File: config.mk
export PLATFORM = sky130hd
export DESIGN_NAME = ch0re_ifetch_flat
export DESIGN_NICKNAME = d
export VERILOG_FILES = /design/src/rtl/ch0re_ifetch_if.sv /design/src/rtl/ch0re_ifetch.sv /design/src/flat_wrapper.sv
export SDC_FILE = /design/constraint.sdc
export NUM_CORES = 1
export LEC_CHECK = 0
export BUFFER_PORTS_ARGS = -buffer_cell sky130_fd_sc_hd__buf_2
export CORE_MARGIN = 4
export CORE_UTILIZATION = 58
export CTS_CLUSTER_SIZE = 30
export DETAILED_ROUTE_END_ITERATION = 8
export PLACE_DENSITY = 0.89
export SLEW_MARGIN = 15
export SYNTH_ARGS = -nofsm -noshare
export SYNTH_HDL_FRONTEND = slang
export SYNTH_SLANG_ARGS = --single-unit
File: constraint.sdc
create_clock -name i_clk -period 15.5 [get_ports i_clk]
set_input_delay 3.1 -clock i_clk [delete_from_list [all_inputs] [get_ports i_clk]]
set_output_delay 3.1 -clock i_clk [all_outputs]
set_load 0.005 [all_outputs]
File: src/rtl/ch0re_ifetch_if.sv
// ch0re_ifetch_if: instruction-memory, decoder and redirect signals of the fetch stage
interface ch0re_ifetch_if;
  logic        o_imem_req;
  logic [63:0] o_imem_addr;
  logic        i_imem_gnt;
  logic        i_imem_rvalid;
  logic [31:0] i_imem_rdata;
  logic        o_instr_valid;
  logic [31:0] o_instr;
  logic [63:0] o_pc;
  logic        o_exc_misaligned;
  logic        i_instr_ready;
  logic        i_redirect;
  logic [63:0] i_redirect_pc;
  modport master (
    output o_imem_req, o_imem_addr, o_instr_valid, o_instr, o_pc, o_exc_misaligned,
    input  i_imem_gnt, i_imem_rvalid, i_imem_rdata, i_instr_ready, i_redirect, i_redirect_pc
  );
  modport slave (
    input  o_imem_req, o_imem_addr, o_instr_valid, o_instr, o_pc, o_exc_misaligned,
    output i_imem_gnt, i_imem_rvalid, i_imem_rdata, i_instr_ready, i_redirect, i_redirect_pc
  );
endinterface

File: src/rtl/ch0re_ifetch.sv
// ch0re_ifetch: fetch stage with PC, credit-limited imem requests, request-PC tag FIFO and decoder queue; CH0RE_IFETCH_BYPASS_EN enables same-cycle response bypass
module ch0re_ifetch #(
  parameter logic [63:0] RESET_PC    = 64'h0000_0000_8000_0000,
  parameter int          QUEUE_DEPTH = 2
) (
  input logic            i_clk,
  input logic            i_rst,
  ch0re_ifetch_if.master bus
);
  localparam int AW = $clog2(QUEUE_DEPTH);
  localparam int CW = AW + 1;
  localparam logic [CW:0] DEPTH = (CW+1)'(QUEUE_DEPTH);
  typedef enum logic [1:0] {IDLE, FETCH, HALT} state_e;
  state_e state_q;
  logic [63:0] pc_q, pc_d;
  logic [CW-1:0] outst_q, outst_d, disc_q, disc_d, cnt_q, cnt_d;
  logic [CW:0] used;
  logic [AW-1:0] wr_q, rd_q, tw_q, tr_q;
  logic [31:0] qi_q [QUEUE_DEPTH];
  logic [63:0] qp_q [QUEUE_DEPTH];
  logic [63:0] tag_q [QUEUE_DEPTH];
  logic [QUEUE_DEPTH-1:0] qe_q;
  logic redir, mis, gnt, rsp, keep, pop, push, byp;
  assign redir = bus.i_redirect;
  assign mis   = redir && bus.i_redirect_pc[1:0] != 2'b00;
  assign gnt   = bus.o_imem_req && bus.i_imem_gnt;
  assign rsp   = bus.i_imem_rvalid && outst_q != '0;
  assign keep  = rsp && disc_q == '0 && !redir;
  assign pop   = cnt_q != '0 && bus.i_instr_ready;
`ifdef CH0RE_IFETCH_BYPASS_EN
  assign byp   = keep && cnt_q == '0 && bus.i_instr_ready;
`else
  assign byp   = 1'b0;
`endif
  assign push  = keep && !byp;
  // the entry leaving this cycle frees its credit, which keeps 1 instr/cycle at depth 2
  assign used  = {1'b0, outst_q} + {1'b0, cnt_q} - {{CW{1'b0}}, pop};
  assign bus.o_imem_req       = state_q == FETCH && used < DEPTH;
  assign bus.o_imem_addr      = pc_q;
  assign bus.o_instr_valid    = cnt_q != '0 || byp;
  assign bus.o_instr          = byp ? bus.i_imem_rdata : qi_q[rd_q];
  assign bus.o_pc             = byp ? tag_q[tr_q] : qp_q[rd_q];
  assign bus.o_exc_misaligned = !byp && cnt_q != '0 && qe_q[rd_q];
  // next PC, credit, discard and occupancy; a redirect overrides everything
  always_comb begin
    pc_d    = redir ? bus.i_redirect_pc : gnt ? pc_q + 64'd4 : pc_q;
    outst_d = outst_q + CW'(gnt) - CW'(rsp);
    disc_d  = redir ? outst_d : disc_q - CW'(rsp && disc_q != '0);
    cnt_d   = redir ? CW'(mis) : cnt_q + CW'(push) - CW'(pop);
  end
  // FSM and control counters
  always_ff @(posedge i_clk or posedge i_rst)
    if (i_rst) begin
      state_q <= IDLE;
      pc_q    <= RESET_PC;
      outst_q <= '0;
      disc_q  <= '0;
      cnt_q   <= '0;
    end else begin
      state_q <= redir ? (mis ? HALT : FETCH) : (state_q == IDLE ? FETCH : state_q);
      pc_q    <= pc_d;
      outst_q <= outst_d;
      disc_q  <= disc_d;
      cnt_q   <= cnt_d;
    end
  // tag FIFO of granted PCs and the decoder queue storage
  always_ff @(posedge i_clk or posedge i_rst)
    if (i_rst) begin
      wr_q <= '0;
      rd_q <= '0;
      tw_q <= '0;
      tr_q <= '0;
      qe_q <= '0;
      for (int k = 0; k < QUEUE_DEPTH; k++) begin
        qi_q[k]  <= '0;
        qp_q[k]  <= '0;
        tag_q[k] <= '0;
      end
    end else begin
      if (gnt) begin
        tag_q[tw_q] <= pc_q;
        tw_q        <= tw_q + AW'(1);
      end
      if (rsp) tr_q <= tr_q + AW'(1);
      if (redir) begin
        rd_q <= '0;
        wr_q <= AW'(mis);
        if (mis) begin
          qi_q[0] <= '0;
          qp_q[0] <= bus.i_redirect_pc;
          qe_q[0] <= 1'b1;
        end
      end else begin
        if (push) begin
          qi_q[wr_q] <= bus.i_imem_rdata;
          qp_q[wr_q] <= tag_q[tr_q];
          qe_q[wr_q] <= 1'b0;
          wr_q       <= wr_q + AW'(1);
        end
        if (pop) rd_q <= rd_q + AW'(1);
      end
    end
endmodule
File: src/flat_wrapper.sv
// flat-port wrapper written by rule: the top's interface ports become plain ports
module ch0re_ifetch_flat 
#(
  parameter logic [63:0] RESET_PC    = 64'h0000_0000_8000_0000,
  parameter int          QUEUE_DEPTH = 2
)
  (i_clk, i_rst, bus_o_imem_req, bus_o_imem_addr, bus_o_instr_valid, bus_o_instr, bus_o_pc, bus_o_exc_misaligned, bus_i_imem_gnt, bus_i_imem_rvalid, bus_i_imem_rdata, bus_i_instr_ready, bus_i_redirect, bus_i_redirect_pc);
  ch0re_ifetch_if bus_i ();
  input logic i_clk;
  input logic i_rst;
  output wire logic [$bits(bus_i.o_imem_req)-1:0] bus_o_imem_req;
  output wire logic [$bits(bus_i.o_imem_addr)-1:0] bus_o_imem_addr;
  output wire logic [$bits(bus_i.o_instr_valid)-1:0] bus_o_instr_valid;
  output wire logic [$bits(bus_i.o_instr)-1:0] bus_o_instr;
  output wire logic [$bits(bus_i.o_pc)-1:0] bus_o_pc;
  output wire logic [$bits(bus_i.o_exc_misaligned)-1:0] bus_o_exc_misaligned;
  input wire logic [$bits(bus_i.i_imem_gnt)-1:0] bus_i_imem_gnt;
  input wire logic [$bits(bus_i.i_imem_rvalid)-1:0] bus_i_imem_rvalid;
  input wire logic [$bits(bus_i.i_imem_rdata)-1:0] bus_i_imem_rdata;
  input wire logic [$bits(bus_i.i_instr_ready)-1:0] bus_i_instr_ready;
  input wire logic [$bits(bus_i.i_redirect)-1:0] bus_i_redirect;
  input wire logic [$bits(bus_i.i_redirect_pc)-1:0] bus_i_redirect_pc;
  assign bus_o_imem_req = bus_i.o_imem_req;
  assign bus_o_imem_addr = bus_i.o_imem_addr;
  assign bus_o_instr_valid = bus_i.o_instr_valid;
  assign bus_o_instr = bus_i.o_instr;
  assign bus_o_pc = bus_i.o_pc;
  assign bus_o_exc_misaligned = bus_i.o_exc_misaligned;
  assign bus_i.i_imem_gnt = bus_i_imem_gnt;
  assign bus_i.i_imem_rvalid = bus_i_imem_rvalid;
  assign bus_i.i_imem_rdata = bus_i_imem_rdata;
  assign bus_i.i_instr_ready = bus_i_instr_ready;
  assign bus_i.i_redirect = bus_i_redirect;
  assign bus_i.i_redirect_pc = bus_i_redirect_pc;
  ch0re_ifetch #(.RESET_PC(RESET_PC), .QUEUE_DEPTH(QUEUE_DEPTH)) u_core (.i_clk(i_clk), .i_rst(i_rst), .bus(bus_i));
endmodule
# == Word-level counts from Yosys, hierarchy flattened ==
# Index checks and enable logic that the tools add are counted.
# op_classes
n_eq_ne,2
reduce_logical,25
order_cmp,10
addsub,12
bitwise,7
muxes,42
# op_table
operator,n
64-bit 2-to-1 mux,13
128-bit bitwise mux,2
32-bit 2-to-1 mux,6
64-bit demux with 1-bit select,2
128-bit 2-to-1 mux,1
64-bit by 3-bit adder with 64-bit output (second input constant),1
64-bit bitwise mux,1
32-bit demux with 1-bit select,1
2-bit nonzero test,8
1-bit logical AND,12
1-bit 2-to-1 mux,10
2-bit 2-to-1 mux,5
2-bit greater-or-equal comparator (second input constant),4
1-bit NOT with 2-bit output,4
2-bit by 1-bit subtractor with 2-bit output,3
1-bit adder (second input constant),4
2-bit by 1-bit adder with 2-bit output,2
2-bit zero test,2
1-bit by 2-bit < comparator with 1-bit output (second input constant),2
2-bit by 1-bit < comparator with 1-bit output (second input constant),2
2-bit AND reduction,2
2-bit by 2-bit adder with 3-bit output,1
3-bit by 2-bit < comparator with 1-bit output (second input constant),1
3-bit by 1-bit subtractor with 3-bit output,1
other kinds (8),8
# word_totals
word_cells,115
inputBits,102
ff_bits,398
output_inout_bits,163

# == Logic depth before layout (Yosys ltp) ==
# logic_depth
word_depth,9
mapped_depth,14
ltp_nobuf,12

# == Worst setup path after synthesis ==
# Ideal clock, no wire load.
# synth_path
path_kind,input -> output
startpoint,input port bus_i_instr_ready
endpoint,output port bus_o_imem_req
required_time_ns,12.400
t_arrival_ns,4.178
stages,5
n_path_buf,0
path_slack_ns,8.222
cell_sequence,xor2_1 > nand2_1 > fa_1 > xor2_1 > and4_1
# synth_via
elab_chain_cells,4
# synth_rtl
item,line,text
"start, declared",flat_wrapper.sv:20,input wire logic [$bits(bus_i.i_instr_ready)-1:0] bus_i_instr_ready;
1-bit logical AND,ch0re_ifetch.sv:29,assign pop = cnt_q != '0 && bus.i_instr_ready;
3-bit by 1-bit subtractor with 3-bit output,ch0re_ifetch.sv:37,"assign used = {1'b0, outst_q} + {1'b0, cnt_q} - {{CW{1'b0}}, pop};"
3-bit by 2-bit < comparator with 1-bit output,ch0re_ifetch.sv:38,assign bus.o_imem_req = state_q == FETCH && used < DEPTH;
1-bit logical AND,ch0re_ifetch.sv:38,
"end, declared",flat_wrapper.sv:11,output wire logic [$bits(bus_i.o_imem_req)-1:0] bus_o_imem_req;
# No other way between the ends.

# == Worst setup path in the final report ==
# Same ends and word-level chain as after synthesis.

==> reports/qor.csv <==
metric,value,unit
status,finished clean,
clock root buffer,clkbuf_16,
Net Sw Frac,30.3,%
Final Hold Viols,0,
CP required,12400,ps
IO buf count,264,
Critical Path Fanout Max,6,
top cell type by total area after synthesis,dfrtp_1,
CP Capture Type,output pin,
vias per cell,6.21,
Synth top area share,53.0,%
Total GRT Usage,28.6,%
MaxCap Viol Count,0,
minimum clock period after layout,7770,ps
Post-synth EDFFs,0,
Initial Util,59.1,%
Mapped Nets,1788,
via count,14400,
Max-slew headroom,21.2,%
clock-pin slew on the worst setup and hold paths,60,ps
top-count cell post-synth,dfrtp_1,
CP Class,in -> out,
CTS max path bufs,3,
hold path depth,2,
total gr overflow,0,
first-pass GRT wire length,82100,µm
Cell Int Power,2.55,mW
FILL cells,2232,
WHS Endpoint,u_core.qe_q[0]$_DFFE_PP0P_,
Post-layout nets,1997,
Mapped Avg Cell Area,11.2,µm²
Peak VDD IR,103,µV
Reg2Reg Capture Point,u_core.tag_q[109]$_DFFE_PP0P_,
period utilisation layout,50.2,%
worst slew pin tran,1180,ps
Logic pwr share,28.6,%
DR iter-0 viols,1216,
hold path start,u_core.qe_q[0]$_DFFE_PP0P_,
I/O Pins,265,
clk sinks,398,
H-tree lvl count,2,
Netlist cell types,52,
total die area,35300,µm²
dpl cell area,20300,µm²
unrepaired setup endpoints after global routing,false,
Slew Limit Fails,0,
synth warn,0,
area growth from synthesis to layout,15.8,%
final wirelength,51000,µm
Synth Instances,1678,
initial antenna violation count,0,
Die W,188,µm
crit-path cells,buf_2 > xor2_1 > nand2_1 > fa_1 > xor2_1 > and4_1 > buf_2,
setup bufs post-CTS,0,
largest net degree at the start of global routing,194,
Wirelength per Cell,22.0,µm
worst path bufs/invs,2,
hold slack final,476,ps
drt pass-1 iters,5,
Seq cells post-synth,398,
share of cells above drive strength 1,38.2,%
CTS Buf Count,41,
CTS tree,yes,
top post-synthesis cells by area,"dfrtp_1, mux2_2, nand2_1, o21ai_0, nor2_1",
sequential share of power,43.8,%
"Design Area, Final",21700,µm²
sequential fraction of the synthesis area,53.1,%
most common library cells after synthesis,"dfrtp_1, mux2_2, nand2_1",
Worst Path Arrival,4670,ps
post_cts resized,0,
ys async rst share,100,%
"slowest stage delay, CP",410,ps
FF/Latch Area,9970,µm²
R2R Setup Slk,11630,ps
footprint of the multi-input gates,8270,µm²
Top Family by Delay on Critical Path,XOR/XNOR gates,
worst skew pair latency,530,ps
cts-stage hold buffer count,0,
Synth Flop Type,dfrtp_1,
mapped cell area,18700,µm²
Hold Path Class,reg -> reg,
worst clock skew,18.0,ps
Inserted Diodes,0,
Antenna Nets Post-Route,0,
Die Ht,188,µm
Worst R2R Start,u_core.cnt_q[1]$_DFF_PP0_,
NetSw,1.11,mW
Finish-stage setup viols,0,
vias in the first global route,15100,
Setup TNS,0,ps
Max Fclk,129,MHz
post-DP HPWL,32000,µm
highest-delay cell along the critical path,xor2_1,
clock share of power,27.6,%
Static Leakage,10.2,nW
reg2reg path depth,10,
Cell Rows,65,
Residual DRC,0,
GPL Wtd Cong,0.820,
Power Density,169,nW/µm²
core area,31700,µm²
Worst setup SP type,input pin,
worst reg2reg max path, stage by stage (launching register included):
cell and delay [ps]:
dfrtp_1 350, inv_1 120, nand2_1 100, nand2_1 140, nor2_1 90, fa_1 410
xor2_1 410, nand2_1 250, nor2_4 870, buf_4 570, mux2_2 430
kinds of logic (layout without fill, tap and decap cells):
group,after synthesis,after routing,synth area share (%)
simple gates,476,476,12.0
compound gates,237,237,6.95
buf+inv,143,379,2.91
flops,398,398,53.1
mux,376,376,22.6
fa+ha+maj,8,8,0.574
xor+xnor,40,40,1.87
sequential cells by signal, summed over array words and instances (netlist names):
register and flops:
u_core.qp_q 128, u_core.tag_q 128, u_core.bus.o_imem_addr 64, u_core.qi_q 64, u_core.cnt_q 2, u_core.disc_q 2, u_core.outst_q 2, u_core.qe_q 2
u_core.state_q 2, u_core.rd_q 1, u_core.tr_q 1, u_core.tw_q 1, u_core.wr_q 1
how the worst max path moves through the flow:
stage,to,cells past startpoint,startpoint
finish,bus_o_imem_req,7,bus_i_instr_ready
global route,bus_o_imem_req,7,bus_i_instr_ready
CTS,bus_o_imem_req,7,bus_i_instr_ready
detailed placement,bus_o_imem_req,7,bus_i_instr_ready
global placement,bus_o_imem_req,7,bus_i_instr_ready
floorplan,u_core.bus.o_imem_addr[0]$_DFFE_PP0P_,1,i_rst
cell usage in the layout, fill, tap and decap left out, types with 4 or more instances in the layout:
| master | synthesis | layout |
|---|---|---|
| mux2_2 | 372 | 372 |
| xor2_1 | 11 | 11 |
| o211ai_1 | 6 | 6 |
| buf_2 | 4 | 263 |
| or4_1 | 13 | 13 |
| xnor2_1 | 29 | 29 |
| clkbuf_16 | 0 | 43 |
| mux2i_1 | 4 | 4 |
| o21ai_0 | 123 | 122 |
| and4_1 | 12 | 12 |
| a31oi_1 | 19 | 19 |
| buf_4 | 1 | 14 |
| nor2_1 | 101 | 100 |
| inv_1 | 29 | 28 |
| clkbuf_8 | 0 | 10 |
| clkinv_2 | 0 | 4 |
| and3_1 | 9 | 9 |
| nand3_1 | 66 | 66 |
| ha_1 | 7 | 7 |
| nor3_1 | 16 | 16 |
| dfrtp_1 | 397 | 395 |
| o31ai_1 | 7 | 7 |
| a21oi_1 | 67 | 67 |
| or3_1 | 11 | 11 |
| clkbuf_1 | 92 | 7 |
| and2_1 | 10 | 10 |
| nor4_1 | 13 | 13 |
| nand4_1 | 28 | 28 |
| nand2_1 | 182 | 179 |
power by group through the flow:
stage | combinational, mW | clock, mW | sequential (mW)
after CTS | 1.05 | 1.01 | 1.59
after detailed placement | 1.04 | 0 | 1.60
final | 1.05 | 1.01 | 1.60
after floorplan | 0.766 | 0 | 1.52
after global routing | 1.15 | 1.07 | 1.63
after global placement | 0.993 | 0 | 1.57
stage by stage:
step | total power, mW | utilization [%] | cells | setup WS, ps
after global placement | 2.56 | 64.0 | 2245 | 7770
after floorplan | 2.29 | - | 1678 | 1330
after global routing | 3.85 | 68.4 | 2316 | 7600
final | 3.66 | 68.4 | 2316 | 7730
after CTS | 3.66 | 68.3 | 2315 | 7690
after detailed placement | 2.64 | 64.0 | 2245 | 7740
final cells by class:
type,instances,area share [%]
Inverter,30,0.554
Tap cell,402,2.32
Clock buffer,60,5.71
Timing Repair Buffer,279,6.74
Multi-Input combinational cell,1137,38.1
Clock inverter,10,0.617
Sequential cell,398,45.9
layer usage:
layer	vias up	share of wire (%)	track usage [%]
met2	675	49	48.2
met3	149	7.6	5.44
li1	6341	-	-
met1	7223	40	37.5
met5	-	0	0
met4	0	3.4	9.77
No activity file was read; power rests on OpenSTA's default activity.
